<file path="src/rtl/multi_4bits_arbiter_if.sv">
// Handshake bundle between two operand requesters, the result consumer and the arbiter.
// slave is the arbiter side; master is the requester/consumer side.
interface multi_4bits_arbiter_if #(
    parameter int WIDTH = 4
);
    logic               req0_valid;
    logic [WIDTH-1:0]   req0_a;
    logic [WIDTH-1:0]   req0_b;
    logic               req0_ready;
    logic               req1_valid;
    logic [WIDTH-1:0]   req1_a;
    logic [WIDTH-1:0]   req1_b;
    logic               req1_ready;
    logic               res_valid;
    logic               res_id;
    logic [2*WIDTH-1:0] res_p;
    logic               res_ready;

    modport slave (
        input  req0_valid, req0_a, req0_b, req1_valid, req1_a, req1_b, res_ready,
        output req0_ready, req1_ready, res_valid, res_id, res_p
    );

    modport master (
        output req0_valid, req0_a, req0_b, req1_valid, req1_a, req1_b, res_ready,
        input  req0_ready, req1_ready, res_valid, res_id, res_p
    );
endinterface

</file>
<file path="src/rtl/multi_4bits_arbiter.sv">
// Round-robin sequencer sharing one combinational multiplier between two requesters.
// Optional per-requester delivered-result counters when ARB_STATS_EN is defined.
module multi_4bits_arbiter #(
    parameter int WIDTH   = 4,
    parameter int MUL_LAT = 1
) (
    input  logic                 clk,
    input  logic                 rst,
    input  logic                 ena,
    multi_4bits_arbiter_if.slave bus,
    output logic [WIDTH-1:0]     mul_a,
    output logic [WIDTH-1:0]     mul_b,
    input  logic [2*WIDTH-1:0]   mul_p
`ifdef ARB_STATS_EN
    ,
    output logic [7:0]           cnt0,
    output logic [7:0]           cnt1
`endif
);
    typedef enum logic [1:0] {
        IDLE = 2'd0,
        MUL  = 2'd1,
        DONE = 2'd2
    } state_t;

    localparam logic [3:0] LAT_INIT = 4'(MUL_LAT - 1);

    state_t             state_reg, state_next;
    logic               last_grant_reg, last_grant_next;
    logic [3:0]         cnt_reg, cnt_next;
    logic [WIDTH-1:0]   mul_a_reg, mul_a_next;
    logic [WIDTH-1:0]   mul_b_reg, mul_b_next;
    logic               res_valid_reg, res_valid_next;
    logic               res_id_reg, res_id_next;
    logic [2*WIDTH-1:0] res_p_reg, res_p_next;

    logic grant;
    logic any_valid;
    logic ready0;
    logic ready1;
    logic accept;

    // On a tie the requester that did not win last time is served.
    always_comb begin
        any_valid = bus.req0_valid | bus.req1_valid;
        if (bus.req0_valid && bus.req1_valid) begin
            grant = ~last_grant_reg;
        end else begin
            grant = ~bus.req0_valid;
        end
        ready0 = ena && (state_reg == IDLE) && any_valid && !grant;
        ready1 = ena && (state_reg == IDLE) && any_valid && grant;
        accept = (ready0 && bus.req0_valid) || (ready1 && bus.req1_valid);
    end

    always_comb begin
        state_next      = state_reg;
        last_grant_next = last_grant_reg;
        cnt_next        = cnt_reg;
        mul_a_next      = mul_a_reg;
        mul_b_next      = mul_b_reg;
        res_valid_next  = res_valid_reg;
        res_id_next     = res_id_reg;
        res_p_next      = res_p_reg;
        if (ena) begin
            case (state_reg)
                IDLE: begin
                    if (accept) begin
                        mul_a_next      = grant ? bus.req1_a : bus.req0_a;
                        mul_b_next      = grant ? bus.req1_b : bus.req0_b;
                        res_id_next     = grant;
                        last_grant_next = grant;
                        cnt_next        = LAT_INIT;
                        state_next      = MUL;
                    end
                end
                MUL: begin
                    if (cnt_reg == 4'd0) begin
                        res_p_next     = mul_p;
                        res_valid_next = 1'b1;
                        state_next     = DONE;
                    end else begin
                        cnt_next = cnt_reg - 4'd1;
                    end
                end
                DONE: begin
                    if (bus.res_ready) begin
                        res_valid_next = 1'b0;
                        state_next     = IDLE;
                    end
                end
                default: state_next = IDLE;
            endcase
        end
    end

    always_ff @(posedge clk) begin
        if (rst) begin
            state_reg      <= IDLE;
            last_grant_reg <= 1'b1;
            cnt_reg        <= 4'd0;
            mul_a_reg      <= '0;
            mul_b_reg      <= '0;
            res_valid_reg  <= 1'b0;
            res_id_reg     <= 1'b0;
            res_p_reg      <= '0;
        end else begin
            state_reg      <= state_next;
            last_grant_reg <= last_grant_next;
            cnt_reg        <= cnt_next;
            mul_a_reg      <= mul_a_next;
            mul_b_reg      <= mul_b_next;
            res_valid_reg  <= res_valid_next;
            res_id_reg     <= res_id_next;
            res_p_reg      <= res_p_next;
        end
    end

    assign bus.req0_ready = ready0;
    assign bus.req1_ready = ready1;
    assign bus.res_valid  = res_valid_reg;
    assign bus.res_id     = res_id_reg;
    assign bus.res_p      = res_p_reg;
    assign mul_a          = mul_a_reg;
    assign mul_b          = mul_b_reg;

`ifdef ARB_STATS_EN
    logic [7:0] stat_reg [2];
    logic       deliver;

    assign deliver = ena && res_valid_reg && bus.res_ready;

    // One saturating delivery counter per requester.
    generate
        for (genvar gi = 0; gi < 2; gi++) begin : g_stat
            always_ff @(posedge clk) begin
                if (rst) begin
                    stat_reg[gi] <= 8'd0;
                end else if (deliver && (res_id_reg == 1'(gi)) && (stat_reg[gi] != 8'hFF)) begin
                    stat_reg[gi] <= stat_reg[gi] + 8'd1;
                end
            end
        end
    endgenerate

    assign cnt0 = stat_reg[0];
    assign cnt1 = stat_reg[1];
`endif
endmodule

</file>
<file path="src/flat_wrapper.sv">
// flat-port wrapper written by rule: the top's interface ports become plain ports
module multi_4bits_arbiter_flat 
#(
    parameter int WIDTH   = 4,
    parameter int MUL_LAT = 1
)
  (clk, rst, ena, mul_a, mul_b, mul_p, bus_req0_valid, bus_req0_a, bus_req0_b, bus_req1_valid, bus_req1_a, bus_req1_b, bus_res_ready, bus_req0_ready, bus_req1_ready, bus_res_valid, bus_res_id, bus_res_p);
  multi_4bits_arbiter_if #(.WIDTH(WIDTH)) bus_i ();
  input  logic clk;
  input  logic rst;
  input  logic ena;
  output logic [WIDTH-1:0] mul_a;
  output logic [WIDTH-1:0] mul_b;
  input  logic [2*WIDTH-1:0] mul_p;
  input wire logic [$bits(bus_i.req0_valid)-1:0] bus_req0_valid;
  input wire logic [$bits(bus_i.req0_a)-1:0] bus_req0_a;
  input wire logic [$bits(bus_i.req0_b)-1:0] bus_req0_b;
  input wire logic [$bits(bus_i.req1_valid)-1:0] bus_req1_valid;
  input wire logic [$bits(bus_i.req1_a)-1:0] bus_req1_a;
  input wire logic [$bits(bus_i.req1_b)-1:0] bus_req1_b;
  input wire logic [$bits(bus_i.res_ready)-1:0] bus_res_ready;
  output wire logic [$bits(bus_i.req0_ready)-1:0] bus_req0_ready;
  output wire logic [$bits(bus_i.req1_ready)-1:0] bus_req1_ready;
  output wire logic [$bits(bus_i.res_valid)-1:0] bus_res_valid;
  output wire logic [$bits(bus_i.res_id)-1:0] bus_res_id;
  output wire logic [$bits(bus_i.res_p)-1:0] bus_res_p;
  assign bus_i.req0_valid = bus_req0_valid;
  assign bus_i.req0_a = bus_req0_a;
  assign bus_i.req0_b = bus_req0_b;
  assign bus_i.req1_valid = bus_req1_valid;
  assign bus_i.req1_a = bus_req1_a;
  assign bus_i.req1_b = bus_req1_b;
  assign bus_i.res_ready = bus_res_ready;
  assign bus_req0_ready = bus_i.req0_ready;
  assign bus_req1_ready = bus_i.req1_ready;
  assign bus_res_valid = bus_i.res_valid;
  assign bus_res_id = bus_i.res_id;
  assign bus_res_p = bus_i.res_p;
  multi_4bits_arbiter #(.WIDTH(WIDTH), .MUL_LAT(MUL_LAT)) u_core (.clk(clk), .rst(rst), .ena(ena), .bus(bus_i), .mul_a(mul_a), .mul_b(mul_b), .mul_p(mul_p));
endmodule
</file>
<file path="config.mk">
export PLATFORM = sky130hd
export DESIGN_NAME = multi_4bits_arbiter_flat
export DESIGN_NICKNAME = d
export VERILOG_FILES = /design/src/rtl/multi_4bits_arbiter_if.sv /design/src/rtl/multi_4bits_arbiter.sv /design/src/flat_wrapper.sv
export SDC_FILE = /design/constraint.sdc
export NUM_CORES = 1
export LEC_CHECK = 0
export BUFFER_PORTS_ARGS = -buffer_cell sky130_fd_sc_hd__buf_2
export CORE_MARGIN = 2
export CORE_UTILIZATION = 51
export DETAILED_ROUTE_END_ITERATION = 10
export GPL_TIMING_DRIVEN = 0
export HOLD_SLACK_MARGIN = 0.03
export PLACE_DENSITY_LB_ADDON = 0.05
export RECOVER_POWER = 50
export SLEW_MARGIN = 20
export SYNTH_ARGS = -nofsm -noshare
export SYNTH_HDL_FRONTEND = slang
export SYNTH_SLANG_ARGS = --single-unit
export TNS_END_PERCENT = 100
</file>
<file path="constraint.sdc">
create_clock -name clk -period 2.3 [get_ports clk]
set_input_delay 0.115 -clock clk [delete_from_list [all_inputs] [get_ports clk]]
set_output_delay 0.115 -clock clk [all_outputs]
set_load 0.01 [all_outputs]
</file>
==> impl.org, run 1 <==
** Clocking
- TritonCTS buffer count :: 3
- Hold-fix buffers at CTS :: 0
- Root buf cell :: clkbuf_4
- In this run the number of H-tree levels came out at 1.
- Buffer levels on the longest clock path :: 2
- Clock latency on the worst-skew pair, taken at its later pin, is 0.31 ns.
- Clock net sink count :: 25
- Once the clock tree was built, the resizer swapped 0 gates to a different size.
- TritonCTS built the clock tree.
- After clock tree synthesis, the clock-pin slew on the worst setup and hold paths is 0.13 ns.
- Postcts setup bufs :: 0

** Route
- Number of iterations in the first detailed-routing pass :: 4
- In the routed design, unresolved DRC markers number 0.
- The count of nets left with antenna violations once routing finished came out at 0.
- The routed layout has 1,313 vias.
- For this block, the initial DRC count from the detailed router was 22.
- Post-detailed-route via-to-cell ratio :: 5.89
- Detailed Route WL :: 3220 µm
- Detail-routed net length per standard cell :: 14.4 µm

** Global routing
- Routing usage on met1 :: 0.313
- The first global-routing pass estimated 5130 µm of wire.
- Pin count of the biggest net entering global routing :: 14
- Initial antenna violation count :: 0
- Tot GR Track Use :: 0.242
- Via count of the first global-routing pass :: 1,176
- For met2 alone, demand over resource in global routing was 0.418.
- Overflow after GRT :: 0
- Fraction of met3 tracks used by global routing :: 0.0282
- The layer flagged by global routing as most heavily used is met2.

** Die
- The die is 53.4 µm wide.
- The floorplan has 17 rows.
- Die area :: 0.00285 mm²
- Pin placement for this block handled 50 I/O pins.
- Area of the placeable core :: 0.00225 mm²
- The initial utilization of the core area, before any placement, comes to 0.552.
- Die height :: 53.4 µm

** Pwr
- Highest ir drop seen on vdd :: 0.398 mV
- Pleak :: 0.566 nW
- Power per Cell Area :: 556 mW/mm²
- The completed layout was analyzed and its total power is 0.850 mW.

** Synthesis
- Post-synthesis net count :: 174
- Share of the yosys chip area belonging to registers :: 0.402
- Flip-flop and latch count after synthesis :: 25
- After synthesis, the netlist uses 38 different library cells.
- The cell count after synthesis came out at 142.
- The synthesized netlist occupies a cell area of 0.00124 mm².
- Yosys printed 0 warnings.
- Dividing the synthesized area by the synthesized cell count gives 8.77 µm².

** Timing
- The hold violation total from the final report came to 0.
- Setup clock skew after layout :: 0.00584 ns
- Actual slew at the worst max-slew pin :: 0.530 ns
- Adding up every negative setup slack in the final design gives 0 ns.
- Counting I/O delays and the setup requirement, the final critical path takes 1.74 ns.
- Dividing the final minimum period by the clock period gives 0.756.
- Worst slew margin :: 0.644
- Maximum clock frequency :: 0.575 GHz
- Setup violators final :: 0
- Setup repair after global routing missed its margin :: no
- Count of final max-slew check failures :: 0

** Placed design
- During placement, the flow inserted port buffers numbering 49.
- Post-detail-place hpwl :: 2340 µm
- The congestion estimate from routability-driven global placement came to 0.836.

** Min path
- Along the worst hold path, the cell count comes to 3.
- Worst Hold Class :: in -> reg

** Layout
- Number of diodes added for antenna fixing :: 0
- Summing all multi-input logic gate instances after layout gives 683 µm².
- Relative to the synthesized area, the layout overhead comes to 22.8%.
- Registers take 500 µm².
- In the final design database the tool counted 228 nets.
- The filler cells instantiated in the layout total 218.
- The register with the most flip-flops in the layout has 8 of them.
- In the final layout, the share of cells above drive strength 1 is 0.215.

** Run status
- The flow ran to the end, and the final reports show no timing, DRC or antenna violations.

** Worst setup path
- CP Data Arrival Time :: 1.62 ns
- Number of cells traversed by the worst register-to-register path :: 6
- Peak fanout along the critical path :: 10
- For the worst setup path, the data required time is 2.18 ns.
- By startpoint and endpoint, the worst setup path is classified as reg -> out.
- Critical path capture point type :: output pin
- STA classifies the critical path startpoint as a register.

** Run
- The tool flagged a number of max-cap violations equal to 0.
-- synthesized netlist by cell type --
library cell  number  area [µm²]
a21oi_1           18        90.1
a22oi_1            1        7.51
a311oi_1           8        70.1
a32oi_1            1        8.76
and2_1             1        6.26
and4bb_1           1        12.5
buf_1              1        3.75
buf_2              4        20.0
clkbuf_1           5        18.8
dfxtp_1           25         500
ha_1               2        25.0
inv_1              5        18.8
nand2_1            4        15.0
nand2b_1           2        12.5
nand3_1            8        40.0
nand3b_1           8        60.1
nand4bb_1          2        22.5
nand4bb_4          1        27.5
nor2_1             2        7.51
nor2b_1            3        18.8
nor2b_2            1        8.76
nor3_1             4        20.0
nor3b_1            1        7.51
nor4_1             2        12.5
nor4bb_1           1        10.0
o2111ai_1          1        8.76
o211ai_1           1        7.51
o21a_1             2        15.0
o21ai_0           11        55.1
o21ai_1            6        30.0
o311ai_1           2        17.5
o31a_1             2        17.5
o31ai_1            1        7.51
o31ai_2            1        12.5
o32ai_1            1        8.76
or2_1              1        6.26
or2_2              1        6.26
or4_1              1        7.51
-- cells by family after synthesis --
family / share of synthesized area
buffers and inverters: 0.0492
AND/OR/NAND/NOR: 0.242
adder cells (fa/ha/maj): 0.0201
flip-flops: 0.402
AO/OA/AOI/OAI: 0.286
-- layout by cell type, fill, tap and decap left out, types with 3 or more instances in the layout --
| cell | count |
|---|---|
| buf_2 | 35 |
| dfxtp_1 | 25 |
| clkbuf_1 | 24 |
| a21oi_1 | 18 |
| o21ai_0 | 11 |
| nand3_1 | 8 |
| nand3b_1 | 8 |
| a311oi_1 | 8 |
| o21ai_1 | 6 |
| inv_1 | 5 |
| nand2_1 | 4 |
| nor3_1 | 4 |
| nor2b_1 | 3 |
| clkbuf_4 | 3 |
-- per-layer routing --
layer | part of all wire | routed length (µm) | up-vias
met5 | 0 | 0 | -
met4 | 0.0040 | 13 | 0
met3 | 0.062 | 199 | 2
met2 | 0.48 | 1540 | 41
met1 | 0.45 | 1460 | 622
li1 | - | - | 648
-- critical path: stages, from the launching register on --
cell     delay (ns)
dfxtp_1        0.39
nor3b_1        0.26
buf_2          0.28
nand2_1        0.10
a21oi_1        0.13
buf_2          0.15
-- worst paths after layout --
| kind | end | from | slack [ns] |
|---|---|---|---|
| hold / removal | u_core.bus.res_p[3] | mul_p[3] | 0.04 |
| hold reg to reg | u_core.bus.res_p[5] | u_core.bus.res_p[5] | 0.49 |
| setup / recovery | bus_req1_ready | u_core.state_reg[0] | 0.56 |
| setup reg to reg | u_core.bus.res_p[6] | u_core.cnt_reg[0] | 0.73 |
-- layout make-up --
type | instances | share of cell area
Multi-Input combinational cell | 102 | 0.447
Sequential cell | 25 | 0.327
Buffer | 10 | 0.0278
Inverter | 5 | 0.0123
Clock buffer | 4 | 0.0172
Tap cell | 28 | 0.0229
Timing Repair Buffer | 49 | 0.146
-- power breakdown --
part           leakage (nW)  switching (mW)  internal (mW)
clock network        0.0150           0.122         0.0677
registers             0.204          0.0186          0.459
logic                 0.347           0.105         0.0778
total                 0.566           0.246          0.605
-- metrics by stage --
step	utilization	instances	hold WS [ns]	cell area (µm²)	setup WS, ns
floorplan	-	142	0.217	1240	0.998
global placement	0.676	219	0.367	1530	0.854
detailed placement	0.676	219	0.379	1530	0.753
CTS	0.688	223	0.0322	1550	0.548
global route	0.678	223	0.0398	1530	0.429
finish	0.678	223	0.0394	1530	0.562
(Power assumes the default switching activity.)
==> run 2, diff against run 1 <==
--- a/config.mk
+++ b/config.mk
@@ -7,7 +7,7 @@
 export LEC_CHECK = 0
 export BUFFER_PORTS_ARGS = -buffer_cell sky130_fd_sc_hd__buf_2
 export CORE_MARGIN = 2
-export CORE_UTILIZATION = 51
+export CORE_UTILIZATION = 47
 export DETAILED_ROUTE_END_ITERATION = 10
 export GPL_TIMING_DRIVEN = 0
 export HOLD_SLACK_MARGIN = 0.03
==> constraint.sdc (replaced) <==
create_clock -name clk -period 1.7 [get_ports clk]
set_input_delay 0.085 -clock clk [delete_from_list [all_inputs] [get_ports clk]]
set_output_delay 0.085 -clock clk [all_outputs]
set_load 0.01 [all_outputs]
==> run 2 against run 1 <==
Net effect: total power up 43%; clock skew up 0.014 ns; global-route usage down 0.46 points; critical endpoint unchanged; count of clock-buffer cells in the layout down 1; final cell count up 9.4%; clock power up 51%; register-to-register slack worse by 0.54 ns; setup slack worse by 0.40 ns; cell area up 14%; sequential power up 36%; via count up 6.9%; non-clock buffer count up 19.
==> impl.org, run 2 (same netlist as run 1, synthesis figures left out) <==
** Worst setup path
- The worst setup path is launched from a register.
- Among cell families on the critical path, the largest total delay comes from flip-flops.
- Type of the setup path with the least slack :: reg -> out
- Peak fanout along the critical path :: 10 (unchanged)
- Worst EP required :: 1.62 ns (-0.56 ns)
- The signal arrival time at the worst endpoint was 1.46 ns (-0.16 ns).
- Library cell contributing the largest single delay on the critical path :: dfxtp_2
- The number of buffers and inverters on the critical path was 2 (unchanged).
- The maximum cell stage delay along the critical path was 0.40 ns (about the same).
- STA classifies the critical path endpoint as an output pin.
- Sequence of cells on the critical path :: nor3b_2 -> clkbuf_4 -> nand2_1 -> a21oi_1 -> buf_2

** Pwr
- The share of total power consumed by net switching came to 0.304 (+0.0148).
- The overall power after layout came to 1.22 mW (+43%).
- Share of total power in sequential cells :: 0.532 (-0.030)
- P_int :: 0.849 mW (+40%)
- The power per cell area is 701 mW/mm² (+26%).
- The power share of the clock group is 0.235 (+0.012).
- Highest ir drop seen on vdd :: 0.499 mV (+25%)
- Fraction of power consumed by combinational cells :: 0.232 (+0.017)
- Pleak :: 0.654 nW (+16%)
- The switching power came to 0.370 mW (+51%).

** Clocking
- Deepest level of the CTS H-tree :: 1 (unchanged)
- Clock-pin slew on the worst setup and hold paths :: 0.16 ns (+0.03 ns)
- The cell sitting at the root of the clock tree is a clkbuf_4.
- TritonCTS buffer count :: 3 (unchanged)
- TritonCTS built the clock tree.
- Clock net sink count :: 25 (unchanged)
- Worst skew pair latency :: 0.33 ns (+0.02 ns)
- The post-CTS setup buffer count is 0 (unchanged).
- The largest buffer count on any clock path was 2 (unchanged).

** Timing
- The normalized max-slew margin came to 0.621 (-0.0234).
- Final total negative setup slack :: 0 ns (unchanged)
- Setup repair after global routing missed its margin :: no
- The slack of the critical path came to 0.158 ns (-0.404 ns).
- Derived from the worst setup path, the maximum achievable clock frequency is 0.648 GHz.
- Final Hold Slack :: 0.0303 ns (-0.00903 ns)
- The number of setup violations in the final report came to 0 (unchanged).
- The smallest clock period supported by the final layout is computed as 1.54 ns.
- Total count of hold-check failures in the final report :: 0 (unchanged)
- The number of max-slew violations in the final report is 0 (unchanged).
- Setup clock skew after layout :: 0.0199 ns (+0.0140 ns)
- Fin crit share :: 0.907
- The measured slew at the worst slew-check pin is 0.564 ns (+0.0348 ns).

** Global routing
- Overflow after GRT :: 0 (unchanged)
- The aggregate global-route resource usage was 0.237 (-0.00458).
- The largest net degree at the start of global routing came to 16 (+2).
- The wire length of the first global-routing pass was 5980 µm (+16%).
- Via count of the first global-routing pass :: 1,321 (+12%)
- Initial antenna violation count :: 0 (unchanged)

** Die
- Number of rows created at floorplan :: 18 (+1)
- Horizontal die dimension :: 55.5 µm (+3.9%)
- Die height :: 55.5 µm (+3.9%)
- The top-level port count was 50 (unchanged).
- Area of the placeable core :: 0.00250 mm² (+11%)
- The die footprint is 0.00308 mm² (+7.9%).
- Starting density of the core :: 0.498 (-0.0542)

** Route
- The average wire per standard cell came to 14.5 µm (+0.71%).
- Number of iterations in the first detailed-routing pass :: 4 (unchanged)
- The total number of vias is 1,404 (+6.9%).
- The average via count per standard cell is 5.75 (-2.3%).
- Remaining DRCs :: 0 (unchanged)
- Number of violations reported at the end of detailed-routing iteration 0 :: 43 (+95%)
- Detailed Route WL :: 3540 µm (+10%)
- Count of antenna-violating nets left after detailed routing :: 0 (unchanged)

** Layout
- The area growth from synthesis to layout is 39.8%.
- Final net count :: 247 (+8.3%)
- Share of cells above drive strength 1 :: 0.229 (+0.0136)
- Non-filler cells, final :: 244 (+9.4%)
- Max FFs per register :: 8 (unchanged)
- Leaving out fill and tap cells, the most frequent cells in the layout are buf_2 (34), dfxtp_1 (23), clkbuf_1 (22), dlygate4sd3_1 (19), a21oi_1 (18).
- Summed area of non-filler cells in the final layout :: 0.00174 mm² (+14%)
- Final standard cell utilization of the core :: 0.696 (+0.0181)
- Number of diodes added for antenna fixing :: 0 (unchanged)
- Leaving out fill and tap cells, the most frequent cell in the layout is buf_2.

** Run status
- Outcome :: complete, no violations

** Run
- Max-capacitance violation count :: 0 (unchanged)

** Placed design
- Post-detail-place hpwl :: 2370 µm (+1.4%)
- Setup Slack @ Placement :: 0.143 ns (-0.611 ns)
- Routability congestion estimate :: 0.781 (-6.6%)
- The instance area at placement is 0.00153 mm² (+0.16%).
- Number of placed cells counting well taps :: 221 (+0.91%)
- The number of I/O port buffers came to 49 (unchanged).

** Min path
- The worst hold path belongs to the class in -> reg.
run 2: cell count changes in the layout (fill, tap and decap cells not counted), sizes merged:
cell	before	now
dlygate4sd3	0	19
clkinvlp	0	1
buf	36	34
clkbuf	27	28
run 2: path summary, 6_finish.rpt:
| path | start | cells past startpoint | endpoint | slack (ns) |
|---|---|---|---|---|
| min reg2reg | u_core.bus.res_p[4] | 2 | u_core.bus.res_p[4] | 0.49 |
| max reg2reg | u_core.cnt_reg[0] | 5 | u_core.cnt_reg[1] | 0.19 |
| max | u_core.state_reg[1] | 5 | bus_req1_ready | 0.16 |
| min | bus_req0_b[2] | 3 | u_core.mul_b[2] | 0.03 |
run 2: power by group through the flow:
stage                     clock network, mW  registers (mW)  logic (mW)
after floorplan                           0           0.670       0.138
after global placement                    0           0.658       0.245
after detailed placement                  0           0.659       0.252
after CTS                             0.288           0.646       0.286
after global routing                  0.320           0.653       0.313
final                                 0.287           0.649       0.283
run 2: per-layer routing:
| layer | vias up | GRT usage | wire length, µm |
|---|---|---|---|
| met5 | - | 0 | 0 |
| met4 | 0 | 0.0523 | 15 |
| met3 | 2 | 0.0258 | 135 |
| met2 | 44 | 0.425 | 1860 |
| met1 | 672 | 0.304 | 1530 |
| li1 | 686 | - | - |
run 2: worst min-delay path, cell delays in order:
cell and delay, ns:
buf_2 0.10, nand3b_1 0.07, a311oi_1 0.08
run 2: cell type report:
type	count	area, µm²
multi-input cells	102	691
plain buffers	10	47.5
inverters	5	18.8
flip-flops and latches	25	503
fillers	223	759
repair buffers	68	413
well taps	30	37.5
clock buffers	3	22.5
clock inverters	1	7.51
run 2: what timing repair did:
action,4_1_cts,5_1_grt
gates resized for setup,0,8
endpoints found under the hold margin,16,0
setup endpoints to repair,0,10
hold buffers,19,0
